<file path="src/rtl/fetch_pkg.sv">
// Shared types and constants for the instruction fetch unit.
package fetch_pkg;

  localparam int unsigned INSTR_W = 32;
  localparam int unsigned ADDR_W  = 32;
  localparam logic [ADDR_W-1:0] RESET_PC_DEFAULT = 32'hBFC0_0000;

  typedef enum logic {
    ST_RUN   = 1'b0,
    ST_FAULT = 1'b1
  } fetch_state_e;

  // One buffered fetch: address and the word read from it.
  typedef struct packed {
    logic [ADDR_W-1:0]  pc;
    logic [INSTR_W-1:0] instr;
  } fetch_entry_t;

endpackage

</file>
<file path="src/rtl/fetch_fifo.sv">
// Fetched-instruction buffer: circular FIFO with flush, head reads zero when empty.
module fetch_fifo
  import fetch_pkg::*;
#(
  parameter int unsigned DEPTH = 2
) (
  input  logic                           clk,
  input  logic                           rst_n,
  input  logic                           push,
  input  fetch_entry_t                   push_data,
  input  logic                           pop,
  input  logic                           flush,
  output logic [$clog2(DEPTH):0]         count,
  output fetch_entry_t                   head
);

  localparam int unsigned PTR_W = $clog2(DEPTH);
  localparam int unsigned CNT_W = PTR_W + 1;

  fetch_entry_t           mem [DEPTH];
  logic [PTR_W-1:0]       rd_ptr;
  logic [PTR_W-1:0]       wr_ptr;

  // Pointer/count bookkeeping; flush wins over any same-cycle push or pop.
  always_ff @(posedge clk or negedge rst_n) begin
    if (!rst_n) begin
      rd_ptr <= '0;
      wr_ptr <= '0;
      count  <= '0;
    end else if (flush) begin
      rd_ptr <= '0;
      wr_ptr <= '0;
      count  <= '0;
    end else begin
      if (push) wr_ptr <= wr_ptr + PTR_W'(1);
      if (pop)  rd_ptr <= rd_ptr + PTR_W'(1);
      case ({push, pop})
        2'b10:   count <= count + CNT_W'(1);
        2'b01:   count <= count - CNT_W'(1);
        default: count <= count;
      endcase
    end
  end

  // Storage is datapath only; validity comes from count.
  always_ff @(posedge clk) begin
    if (push && !flush) mem[wr_ptr] <= push_data;
  end

  assign head = (count != '0) ? mem[rd_ptr] : '0;

endmodule

</file>
<file path="src/rtl/instr_fetch.sv">
// Sequential instruction fetch with redirect and a small decoupling buffer.
// Optional misaligned-redirect fault detection: INSTR_FETCH_MISALIGN_CHECK_EN.
module instr_fetch
  import fetch_pkg::*;
#(
  parameter logic [31:0] RESET_PC   = RESET_PC_DEFAULT,
  parameter int unsigned FIFO_DEPTH = 2
) (
  input  logic        clk,
  input  logic        rst_n,
  output logic [31:0] imem_addr,
  input  logic [31:0] imem_rdata,
  input  logic        redirect_valid,
  input  logic [31:0] redirect_pc,
  output logic        out_valid,
  input  logic        out_ready,
  output logic [31:0] out_instr,
  output logic [31:0] out_pc,
  output logic        fault
);

  localparam int unsigned CNT_W = $clog2(FIFO_DEPTH) + 1;

  fetch_state_e      state_q;
  fetch_state_e      state_d;
  logic [31:0]       pc_q;
  logic [31:0]       pc_d;
  logic [CNT_W-1:0]  count;
  fetch_entry_t      head;
  fetch_entry_t      push_data;
  logic              push;
  logic              pop;
  logic              flush;
  logic              full;
  logic              misalign;
  logic [31:0]       target_pc;

`ifdef INSTR_FETCH_MISALIGN_CHECK_EN
  assign misalign  = (redirect_pc[1:0] != 2'b00);
  assign target_pc = redirect_pc;
`else
  logic unused_rpc_lsb;
  assign unused_rpc_lsb = ^redirect_pc[1:0];
  assign misalign       = 1'b0;
  assign target_pc      = {redirect_pc[31:2], 2'b00};
`endif

  assign pop       = out_valid & out_ready;
  assign full      = (count == CNT_W'(FIFO_DEPTH));
  assign push_data = '{pc: pc_q, instr: imem_rdata};

  // State register.
  always_ff @(posedge clk or negedge rst_n) begin
    if (!rst_n) state_q <= ST_RUN;
    else        state_q <= state_d;
  end

  // Next state: a faulting redirect is terminal until reset.
  always_comb begin
    state_d = state_q;
    if (state_q == ST_RUN && redirect_valid && misalign) state_d = ST_FAULT;
  end

  // Fetch control: redirect beats sequential fetch; FAULT only drains.
  always_comb begin
    push  = 1'b0;
    pc_d  = pc_q;
    flush = redirect_valid;
    if (state_q == ST_RUN) begin
      if (redirect_valid) begin
        if (!misalign) pc_d = target_pc;
      end else if (!full || pop) begin
        push = 1'b1;
        pc_d = pc_q + 32'd4;
      end
    end
  end

  always_ff @(posedge clk or negedge rst_n) begin
    if (!rst_n) pc_q <= RESET_PC;
    else        pc_q <= pc_d;
  end

  fetch_fifo #(
    .DEPTH (FIFO_DEPTH)
  ) u_fifo (
    .clk       (clk),
    .rst_n     (rst_n),
    .push      (push),
    .push_data (push_data),
    .pop       (pop),
    .flush     (flush),
    .count     (count),
    .head      (head)
  );

  assign imem_addr = pc_q;
  assign out_valid = (count != '0);
  assign out_instr = head.instr;
  assign out_pc    = head.pc;

`ifdef INSTR_FETCH_MISALIGN_CHECK_EN
  assign fault = (state_q == ST_FAULT);
`else
  assign fault = 1'b0;
`endif

endmodule

</file>
<file path="config.mk">
export PLATFORM = sky130hd
export DESIGN_NAME = instr_fetch
export DESIGN_NICKNAME = d
export VERILOG_FILES = /design/src/rtl/fetch_pkg.sv /design/src/rtl/fetch_fifo.sv /design/src/rtl/instr_fetch.sv
export SDC_FILE = /design/constraint.sdc
export NUM_CORES = 1
export LEC_CHECK = 0
export CORE_ASPECT_RATIO = 0.7
export CORE_MARGIN = 2
export CORE_UTILIZATION = 35
export CTS_CLUSTER_SIZE = 14
export DETAILED_ROUTE_END_ITERATION = 8
export HOLD_SLACK_MARGIN = 0.08
export SETUP_SLACK_MARGIN = 0.1
export SLEW_MARGIN = 20
export SYNTH_ARGS = -nofsm -noshare
export SYNTH_HDL_FRONTEND = slang
export SYNTH_SLANG_ARGS = --single-unit
</file>
<file path="constraint.sdc">
create_clock -name clk -period 13.97 [get_ports clk]
set_input_delay 2.794 -clock clk [delete_from_list [all_inputs] [get_ports clk]]
set_output_delay 2.794 -clock clk [all_outputs]
set_load 0.005 [all_outputs]
</file>
==> flow_summary.toml <==
[pwr]
switching_share_pct = 24.4
leakage_nw = 3.10
power_switching_w = 0.000296
comb_power_share_pct = 16.2
clkPwrFrac_pct = 36.1
power_density_nw_per_um2 = 136
pwr-share-seq_pct = 47.7
peakVddDrop_mv = 0.0600
intPower_w = 0.000920

[drt]
drc_errors = 0
drt_iter0_drc = 294
wl_per_cell_um = 17.3
vias_per_cell = 4.80
firstDrtPassIters = 5
vias = 4230
drt-total-wl_um = 15300
drt.antenna.violating_nets = 0

[clock_tree]
cts_inserted_buffers = 17
clock_path_buffers = 2
clock_sinks = 158
cts_setup_buffers = 0
clock_tree.root_cell = "clkbuf_16"
clkLatencyLatePin_ps = 430
clkTransAtPathRegs_ps = 60
cts_tree = "done"
cts_resized = 0
h-tree-depth = 4
hold_buffers = 0

[timing]
tightest_slew_ps = 980
max_freq_mhz = 183
fin_setup_tns_ps = 0
skew_ps = 6.94
min_period_ps = 5480
finalHoldViolCount = 0
report.final.slew_viol_count = 0
rsz0062_at_grt = "no"
slew_headroom_pct = 34.3
finalSetupViolCount = 0
post-route-period-util_pct = 39.2
whs_ps = 552

[placed_design]
hpwl_um = 9860
port_buffers = 158
gp_congestion = 0.802

[global_route]
grt_pass1_wl_um = 23800
grt_max_degree = 67
use_met2_pct = 23.2
antenna_found_initial = 0
grt_use_met1_pct = 22.4
grt_remaining_overflow = 0
grt_pass1_vias = 4238
grt-busiest-layer = "met2"
grt_use_met3_pct = 5.22
grtUsageTotal_pct = 15.8

[floorplanning]
die_w_um = 168
die_h_um = 119
fp.coreArea_um2 = 18200
ioPinCount = 166
initial_utilization_pct = 36.1
rows = 41
die-area_um2 = 19900

[layout]
regArea_um2 = 4590
drive_gt1_share_pct = 8.37
multi_input_area_um2 = 1860
n_fill_cell = 1614
areaGrowthSynthToFinish_pct = 35.7
fin_nets = 703
n_antenna_cell = 0

[yosys]
synth_edf_count = 124
synth_flop_cell = "edfxtp_1"
ys_ff_latch = 158
synth_cell_types = 32
synthesis.area_um2 = 6580
yosysTopAreaCellShare_pct = 56.6
syn_inst = 475
postSynthAreaPerCell_um2 = 13.8
async_flop_share_pct = 21.5
synth.yosys.seq_area_share_pct = 69.7
yosys-top-cells-area = "edfxtp_1, mux2i_1, dfrtp_1, nor2_1, xor2_1"
yosysMostFrequentCell = "edfxtp_1"
ys_top_cells_by_count = "edfxtp_1, nor2_1, mux2i_1"
yosys.area.top_type = "edfxtp_1"
ys_warn_count = 0

[min_path]
hold_path_depth = 0
worstHoldEndpoint = "u_fifo.mem[0][63]"
hp-class = "reg2reg"
min-delay-start = "imem_addr[31]"

[critical_path]
startpoint = "u_fifo.rd_ptr"
crit_required_ps = 11180
crit_path_end_kind = "output port"
setup.worst_path.start_class = "flop"
r2r_start = "imem_addr[2]"
worstPathMaxFanout = 47
rr_worst_depth = 6
r2r_end = "imem_addr[20]"
cp.arrival_ps = 2680
reg2reg_slack_ps = 11610
critical_path_class = "reg2out"

[job]
max_cap_viol_count = 0

[outcome]
status = "finished clean"
state kept, by name, summed over array words and instances, names as in the netlist:
signal / cells
imem_addr: 30
u_fifo.count: 2
u_fifo.mem: 124
u_fifo.rd_ptr: 1
u_fifo.wr_ptr: 1
cell families after synthesis:
group	after synthesis	synth area share (%)
compound gates	31	2.36
xor+xnor	32	4.26
fa+ha+maj	1	0.190
buf+inv	30	2.45
flops	158	69.7
mux	63	9.59
other cells	1	0.0570
simple gates	159	11.4
critical path, cell delays in order (launching register included):
cell and delay [ps]:
dfrtp_4 610, buf_4 700, mux2i_1 190, nor2_1 130, clkdlybuf4s50_1 530
cells in the final DEF (no fill, tap or decap), drive strengths merged, types with 5 or more instances in the layout:
cell,n
clkdlybuf4s50,156
edfxtp,124
nor2,71
mux2i,63
nand2,41
o21ai,30
xor2,28
dfrtp,25
clkbuf,17
nand4,14
nand3,12
dfstp,9
buf,9
clkinv,7
nor3,6
conb,5
stage by stage:
stage / cells / utilization [%] / power [W] / area [um^2] / setup WS [ps]
2_1_floorplan: 479 / - / 0.000672 / 6590 / 5640
3_3_place_gp: 851 / 46.0 / 0.000785 / 8370 / 8920
3_5_place_dp: 851 / 46.0 / 0.000790 / 8370 / 8880
4_1_cts: 881 / 49.0 / 0.00123 / 8920 / 8460
5_1_grt: 881 / 49.0 / 0.00127 / 8930 / 8300
6_report: 881 / 49.0 / 0.00122 / 8930 / 8490
how the worst max path moves through the flow:
stage | end | cells after the start
floorplan | u_fifo.mem[1][0] | 3
global placement | imem_addr[21] | 7
detailed placement | imem_addr[20] | 7
CTS | out_pc[2] | 4
global route | out_pc[2] | 4
finish | out_instr[11] | 4
metal layers:
metal,share of wire (%),up-vias
met5,0,-
met4,1.0,0
met3,7.7,13
met1,47,2047
li1,-,2015
met2,44,155
final cells by class:
cell class,count,share of cell area [%]
flip-flops and latches,158,51.4
multi-input cells,291,20.9
repair buffers,165,18.2
clock buffers,17,4.77
well taps,236,3.31
clock inverters,13,1.40
inverters,1,0.0420
power groups by stage:
stage | sequential (W) | combinational [W] | clock [W]
after floorplan | 0.000584 | 0.0000875 | 0
after global placement | 0.000588 | 0.000197 | 0
after detailed placement | 0.000590 | 0.000199 | 0
after CTS | 0.000581 | 0.000201 | 0.000448
after global routing | 0.000585 | 0.000215 | 0.000468
final | 0.000580 | 0.000196 | 0.000439
Power figures use the tool's default switching activity.
